### src/rtl/mips_pkg.sv
// Shared MIPS definitions: opcode encodings and the control bundle layout
// consumed by the ID stage, the EX stage and the control unit.
package mips_pkg;

  localparam logic [5:0] OP_RTYPE = 6'h00;
  localparam logic [5:0] OP_J     = 6'h02;
  localparam logic [5:0] OP_JAL   = 6'h03;
  localparam logic [5:0] OP_BEQ   = 6'h04;
  localparam logic [5:0] OP_BNE   = 6'h05;
  localparam logic [5:0] OP_ADDI  = 6'h08;
  localparam logic [5:0] OP_ADDIU = 6'h09;
  localparam logic [5:0] OP_SLTI  = 6'h0A;
  localparam logic [5:0] OP_ANDI  = 6'h0C;
  localparam logic [5:0] OP_ORI   = 6'h0D;
  localparam logic [5:0] OP_XORI  = 6'h0E;
  localparam logic [5:0] OP_LUI   = 6'h0F;
  localparam logic [5:0] OP_LW    = 6'h23;
  localparam logic [5:0] OP_SW    = 6'h2B;

  typedef struct packed {
    logic wen;
    logic memread;
    logic memwrite;
    logic branch;
    logic jump;
    logic alusrc;
    logic illegal;
  } ctrl_t;

  // Instructions whose rt field is a source operand (not a destination).
  function automatic logic uses_rt(input logic [5:0] opcode);
    return (opcode == OP_RTYPE) || (opcode == OP_SW) ||
           (opcode == OP_BEQ)   || (opcode == OP_BNE);
  endfunction

endpackage

### src/rtl/id_ctrl_dec.sv
// Combinational MIPS control decoder.
// Ports:
//   i_opcode  instr[31:26]
//   i_rt      instr[20:16]
//   i_rd      instr[15:11]
//   i_imm     instr[15:0]
//   o_ctrl    control bundle (illegal opcodes: only o_ctrl.illegal set)
//   o_dst     destination register (rd for R-type, 31 for jal, else rt)
//   o_imm     extended immediate
//   o_uses_rt rt is read as a source operand
module id_ctrl_dec
  import mips_pkg::*;
#(
  parameter int DW = 32,
  parameter int AW = 5
) (
  input  logic [5:0]    i_opcode,
  input  logic [AW-1:0] i_rt,
  input  logic [AW-1:0] i_rd,
  input  logic [15:0]   i_imm,
  output ctrl_t         o_ctrl,
  output logic [AW-1:0] o_dst,
  output logic [DW-1:0] o_imm,
  output logic          o_uses_rt
);

  always_comb begin
    o_ctrl    = '0;
    o_dst     = i_rt;
    o_imm     = {{(DW-16){i_imm[15]}}, i_imm};
    o_uses_rt = uses_rt(i_opcode);
    case (i_opcode)
      OP_RTYPE: begin
        o_ctrl.wen = 1'b1;
        o_dst      = i_rd;
      end
      OP_ADDI, OP_ADDIU, OP_SLTI: begin
        o_ctrl.wen    = 1'b1;
        o_ctrl.alusrc = 1'b1;
      end
      OP_ANDI, OP_ORI, OP_XORI: begin
        o_ctrl.wen    = 1'b1;
        o_ctrl.alusrc = 1'b1;
        o_imm         = {{(DW-16){1'b0}}, i_imm};
      end
      OP_LUI: begin
        o_ctrl.wen    = 1'b1;
        o_ctrl.alusrc = 1'b1;
        o_imm         = {i_imm, {(DW-16){1'b0}}};
      end
      OP_LW: begin
        o_ctrl.wen     = 1'b1;
        o_ctrl.memread = 1'b1;
        o_ctrl.alusrc  = 1'b1;
      end
      OP_SW: begin
        o_ctrl.memwrite = 1'b1;
        o_ctrl.alusrc   = 1'b1;
      end
      OP_BEQ, OP_BNE: o_ctrl.branch = 1'b1;
      OP_J:           o_ctrl.jump   = 1'b1;
      OP_JAL: begin
        o_ctrl.wen  = 1'b1;
        o_ctrl.jump = 1'b1;
        o_dst       = AW'(31);
      end
      default: o_ctrl.illegal = 1'b1;
    endcase
  end

endmodule

### src/rtl/id_stage.sv
// MIPS decode stage with ID/EX pipeline register.
// Ports:
//   i_clk, i_rst                  clock, synchronous active-high reset
//   i_if_valid, i_instr, i_pc4    instruction from IF
//   i_flush                       taken branch/jump in EX kills the ID instruction
//   o_stall                       IF must hold its instruction (load-use hazard)
//   o_raddr1/2, i_rdata1/2        regFile read port (rs, rt)
//   i_wb_we/waddr/wdata           WB write port, bypassed into the operands
//   o_ex_*                        registered ID/EX contents
module id_stage
  import mips_pkg::*;
#(
  parameter int DW = 32,
  parameter int AW = 5
) (
  input  logic          i_clk,
  input  logic          i_rst,
  input  logic          i_if_valid,
  input  logic [31:0]   i_instr,
  input  logic [31:0]   i_pc4,
  input  logic          i_flush,
  output logic          o_stall,
  output logic [AW-1:0] o_raddr1,
  output logic [AW-1:0] o_raddr2,
  input  logic [DW-1:0] i_rdata1,
  input  logic [DW-1:0] i_rdata2,
  input  logic          i_wb_we,
  input  logic [AW-1:0] i_wb_waddr,
  input  logic [DW-1:0] i_wb_wdata,
  output logic          o_ex_valid,
  output logic [31:0]   o_ex_pc4,
  output logic [DW-1:0] o_ex_rs_val,
  output logic [DW-1:0] o_ex_rt_val,
  output logic [DW-1:0] o_ex_imm,
  output logic [AW-1:0] o_ex_rs,
  output logic [AW-1:0] o_ex_rt,
  output logic [AW-1:0] o_ex_dst,
  output logic          o_ex_wen,
  output logic          o_ex_memread,
  output logic          o_ex_memwrite,
  output logic          o_ex_branch,
  output logic          o_ex_jump,
  output logic          o_ex_alusrc,
  output logic [5:0]    o_ex_opcode,
  output logic [5:0]    o_ex_funct,
  output logic          o_ex_illegal
);

  typedef struct packed {
    logic          valid;
    logic [31:0]   pc4;
    logic [DW-1:0] rs_val;
    logic [DW-1:0] rt_val;
    logic [DW-1:0] imm;
    logic [AW-1:0] rs;
    logic [AW-1:0] rt;
    logic [AW-1:0] dst;
    ctrl_t         ctrl;
    logic [5:0]    opcode;
    logic [5:0]    funct;
  } idex_t;

  idex_t idex_d, idex_q;

  logic [5:0]    opcode;
  logic [AW-1:0] rs, rt;
  ctrl_t         dec_ctrl;
  logic [AW-1:0] dec_dst;
  logic [DW-1:0] dec_imm;
  logic          dec_uses_rt;
  logic          hazard;

  // shamt is decoded downstream from funct-class instructions; ID ignores it.
  logic unused_shamt;
  assign unused_shamt = ^i_instr[10:6];

  assign opcode   = i_instr[31:26];
  assign rs       = i_instr[25:21];
  assign rt       = i_instr[20:16];
  assign o_raddr1 = rs;
  assign o_raddr2 = rt;

  id_ctrl_dec #(
    .DW (DW),
    .AW (AW)
  ) u_dec (
    .i_opcode  (opcode),
    .i_rt      (rt),
    .i_rd      (i_instr[15:11]),
    .i_imm     (i_instr[15:0]),
    .o_ctrl    (dec_ctrl),
    .o_dst     (dec_dst),
    .o_imm     (dec_imm),
    .o_uses_rt (dec_uses_rt)
  );

  // regFile commits on the same edge ID/EX captures, so a same-cycle WB
  // write must be taken from the WB port rather than the stale read data.
  function automatic logic [DW-1:0] operand(input logic [AW-1:0] addr,
                                            input logic [DW-1:0] rdata,
                                            input logic          wb_we,
                                            input logic [AW-1:0] wb_waddr,
                                            input logic [DW-1:0] wb_wdata);
    if (addr == '0)                    return '0;
    else if (wb_we && wb_waddr == addr) return wb_wdata;
    else                               return rdata;
  endfunction

  always_comb begin
    hazard = i_if_valid && idex_q.valid && idex_q.ctrl.memread &&
             (idex_q.dst != '0) &&
             ((rs == idex_q.dst) || (dec_uses_rt && (rt == idex_q.dst)));

    // Flush overrides the hazard: the instruction is killed and IF refetches.
    o_stall = hazard && !i_flush && !i_rst;

    idex_d = '0;
    if (!i_flush && !hazard && i_if_valid) begin
      idex_d.valid  = 1'b1;
      idex_d.pc4    = i_pc4;
      idex_d.rs_val = operand(rs, i_rdata1, i_wb_we, i_wb_waddr, i_wb_wdata);
      idex_d.rt_val = operand(rt, i_rdata2, i_wb_we, i_wb_waddr, i_wb_wdata);
      idex_d.imm    = dec_imm;
      idex_d.rs     = rs;
      idex_d.rt     = rt;
      idex_d.dst    = dec_dst;
      idex_d.ctrl   = dec_ctrl;
      idex_d.opcode = opcode;
      idex_d.funct  = i_instr[5:0];
    end
  end

  always_ff @(posedge i_clk) begin
    if (i_rst) idex_q <= '0;
    else       idex_q <= idex_d;
  end

  assign o_ex_valid    = idex_q.valid;
  assign o_ex_pc4      = idex_q.pc4;
  assign o_ex_rs_val   = idex_q.rs_val;
  assign o_ex_rt_val   = idex_q.rt_val;
  assign o_ex_imm      = idex_q.imm;
  assign o_ex_rs       = idex_q.rs;
  assign o_ex_rt       = idex_q.rt;
  assign o_ex_dst      = idex_q.dst;
  assign o_ex_wen      = idex_q.ctrl.wen;
  assign o_ex_memread  = idex_q.ctrl.memread;
  assign o_ex_memwrite = idex_q.ctrl.memwrite;
  assign o_ex_branch   = idex_q.ctrl.branch;
  assign o_ex_jump     = idex_q.ctrl.jump;
  assign o_ex_alusrc   = idex_q.ctrl.alusrc;
  assign o_ex_opcode   = idex_q.opcode;
  assign o_ex_funct    = idex_q.funct;
  assign o_ex_illegal  = idex_q.ctrl.illegal;

endmodule

### config.mk
export PLATFORM = sky130hd
export DESIGN_NAME = id_stage
export DESIGN_NICKNAME = d
export VERILOG_FILES = /design/src/rtl/mips_pkg.sv /design/src/rtl/id_ctrl_dec.sv /design/src/rtl/id_stage.sv
export SDC_FILE = /design/constraint.sdc
export NUM_CORES = 1
export LEC_CHECK = 0
export CAP_MARGIN = 15
export CORE_ASPECT_RATIO = 1.5
export CORE_MARGIN = 10
export CORE_UTILIZATION = 40
export CTS_BUF_LIST = sky130_fd_sc_hd__clkbuf_16
export DETAILED_ROUTE_END_ITERATION = 7
export PLACE_DENSITY = 0.85
export SYNTH_ARGS = -nofsm -noshare
export SYNTH_HDL_FRONTEND = slang
export SYNTH_SLANG_ARGS = --single-unit
### constraint.sdc
create_clock -name i_clk -period 5.6 [get_ports i_clk]
set_input_delay 1.12 -clock i_clk [delete_from_list [all_inputs] [get_ports i_clk]]
set_output_delay 1.12 -clock i_clk [all_outputs]
set_load 0.005 [all_outputs]
==> results.tsv <==
stage	metric	value	unit
status	outcome	finished, final reports clean	
route	drt_iter0_markers	168	
cts	clockBufferDepth	2	
pwr	irDropWorstVdd	214	uV
final_layout	multiInputGateArea	2070	um^2
setup_path	reg2reg_slack	2.98	ns
route	m1WireLength	6.95	mm
route	via_per_inst	4.80	
timing	slew_violations	0	
synth	synth_flop_cell	dfxtp_1	
synth	synth_commonest_cells	163 x dfxtp_1, 84 x nor2_1, 64 x mux2i_1	
global_route	antenna_found_initial	0	
setup_path	critPathLaunchType	primary input	
synth	ys_ff_latch	163	
synth	synth_area	5600	um^2
worst_hold_path	hold_start	o_ex_valid	
route	drt_first_pass_iters	4	
cts	post_cts_buffers	0	
timing	hold_violations	0	
pwr	p_leak	3.65	nW
worst_hold_path	hold_class	flop to flop	
timing	relSlewSlack	0.272	
worst_hold_path	min_path_cells	6	
synth	synth_nets	711	
synth	seq_area_frac_synth	0.583	
route	route.met2.wl	11.1	mm
route	routed.top_layer	met4	
synth	yosys.area.top_type	dfxtp_1	
final_layout	finalNetCount	1032	
synth	syn_inst	541	
route	antenna_left	0	
cts	cts_buffers	17	
timing	tightest_slew	1.09	ns
timing	layout_min_cycle_time	4.46	ns
setup_path	critPathKind	primary input to output pin	
run	cap_violations	0	
route	vias	4976	
synth	synth_edf_count	0	
timing	timing.final.crit_share	0.797	
cts	cts_resized	0	
die	num_io_pins	344	
route	wl	21.4	mm
cts	cts_sinks	163	
synth	synthArstFlopShare	0	
synth	synth.most_common_cell	dfxtp_1	
cts	clkTransAtPathRegs	0.07	ns
timing	rsz0062_at_grt	false	
setup_path	endpoint_kind	output pin	
timing	fmax	224	MHz
pwr	power	2.68	mW
cts	cts_tree	done	
die	rows	52	
global_route	grt_max_degree	66	
place	dp_hpwl	17.2	mm
final_layout	fill_cells	1067	
setup_path	cp.arrival	3.34	ns
die	fp.coreArea	13600	um^2
final_layout	diodes	0	
place	io_buffers	343	
worst_hold_path	min_to	o_ex_rs_val[29]	
route	wl_per_cell	20.7	um
final_layout	syn_to_final_growth	71.9	%
setup_path	r2r-end	o_ex_imm[6]	
global_route	grt_pass1_wl	30.9	mm
timing	finClkSkew	0.0158	ns
synth	synth_top_area_frac	0.583	
route	dr_wl_met3	2.96	mm
die	dieArea	19200	um^2
synth	syn_avg_cell_area	10.3	um^2
global_route	overflow	0	
cts	cts-hold-fix-buffers	0	
setup_path	path_max_fanout	6	
timing	setup_violations	0	
setup_path	r2r_cells	6	
die	die_w	117	um
synth	yosysUniqueCellTypes	36	
synth	yosys_warnings	0	
route	drc	0	
cts	root_buffer	clkbuf_16	
setup_path	critPathRequiredTime	4.48	ns
final_layout	drive_gt1_frac	0.0469	
setup_path	rr_startpoint	o_ex_dst[0]	
global_route	grt_pass1_vias	5338	
die	start_util	0.412	
die	die_y	165	um
synth	synth_area_leaders	dfxtp_1 58%, mux2i_1 11%, nor2_1 5.6%	
pwr	powerDensity	279	nW/um^2
place	gp_congestion	0.808	
global_route	track_usage	0.216	
final_layout	seqCellArea	3260	um^2
cts	insertion_delay	0.42	ns
timing	timing.setup.tns	0	ns
cts	cts-htree-levels	4	
[per-layer routing]
| metal | global-route usage | vias to the layer above |
|---|---|---|
| li1 | - | 2417 |
| met1 | 0.194 | 2247 |
| met2 | 0.393 | 289 |
| met3 | 0.122 | 23 |
| met4 | 0.0716 | 0 |
| met5 | 0 | - |
[critical path: stages]
cell,delay [ns]
clkdlybuf4s50_1,0.58
xor2_1,0.24
nor4_2,0.42
o2111ai_4,0.22
a21boi_0,0.21
clkdlybuf4s50_1,0.55
[cells in the final DEF, fill, tap and decap left out, types with 3 or more instances in the layout]
cell / instances
o21ai_0: 3
a21oi_1: 28
clkdlybuf4s50_1: 343
and3_1: 17
dfxtp_1: 163
clkinv_4: 3
nor4_1: 5
clkbuf_16: 17
nor2_1: 84
mux2i_1: 64
xor2_1: 16
inv_6: 4
nand3_1: 4
o22ai_1: 5
nor3_1: 11
inv_1: 8
nand2_1: 19
xnor2_1: 4
buf_4: 3
and2_1: 47
[how the worst max path moves through the flow]
| stage | start | endpoint | slack, ns | cells after the start |
|---|---|---|---|---|
| after floorplan | i_instr[27] | o_stall | 2.41 | 5 |
| after global placement | i_instr[19] | o_stall | 1.09 | 6 |
| after detailed placement | i_instr[19] | o_stall | 1.10 | 6 |
| after CTS | i_instr[19] | o_stall | 1.10 | 6 |
| after global routing | i_instr[19] | o_stall | 0.99 | 6 |
| final | i_instr[19] | o_stall | 1.14 | 6 |
[cells by family (layout without fill, tap and decap cells)]
group | after synthesis | count (layout) | synth area share
xor gates and xnor gates | 20 | 20 | 0.0313
and+or+nand+nor | 200 | 200 | 0.179
buffers and inverters | 52 | 386 | 0.0474
AOI/OAI and AO/OA | 42 | 42 | 0.0445
muxes | 64 | 64 | 0.114
DFF | 163 | 163 | 0.583
[stage by stage]
step | utilization | hold slack (ns) | setup slack, ns | instance area (um^2) | cells
after global routing | 0.708 | 1.15 | 0.991 | 9620 | 1037
after floorplan | - | 0.791 | 2.41 | 5600 | 541
after detailed placement | 0.664 | 1.06 | 1.10 | 9020 | 1005
after global placement | 0.664 | 1.04 | 1.09 | 9020 | 1005
final | 0.708 | 1.07 | 1.14 | 9620 | 1037
after CTS | 0.708 | 1.08 | 1.10 | 9620 | 1037
[power breakdown]
part	internal (mW)	switching (mW)	leakage [nW]	total [mW]
registers	1.19	0.00899	1.33	1.20
logic	0.197	0.112	2.02	0.309
clock network	0.672	0.504	0.300	1.18
total	2.06	0.625	3.65	2.68
[registers in the layout, summed over array words and instances, names as in the netlist]
| name | cells |
|---|---|
| o_ex_funct | 6 |
| o_ex_jump | 1 |
| o_ex_pc4 | 32 |
| o_ex_imm | 32 |
| o_ex_branch | 1 |
| o_ex_dst | 5 |
| o_ex_rt | 5 |
| o_ex_rs_val | 32 |
| o_ex_memread | 1 |
| o_ex_alusrc | 1 |
| o_ex_illegal | 1 |
| o_ex_wen | 1 |
| o_ex_rt_val | 32 |
| o_ex_memwrite | 1 |
| o_ex_opcode | 6 |
| o_ex_valid | 1 |
| o_ex_rs | 5 |
[area by class of cell]
| type | instances | area share |
|---|---|---|
| Timing Repair Buffer | 346 | 0.359 |
| Multi-Input combinational cell | 326 | 0.215 |
| Tap cell | 162 | 0.0211 |
| Sequential cell | 163 | 0.339 |
| Inverter | 8 | 0.00312 |
| Clock buffer | 17 | 0.0442 |
| Clock inverter | 15 | 0.0181 |
Power figures use the tool's default switching activity.
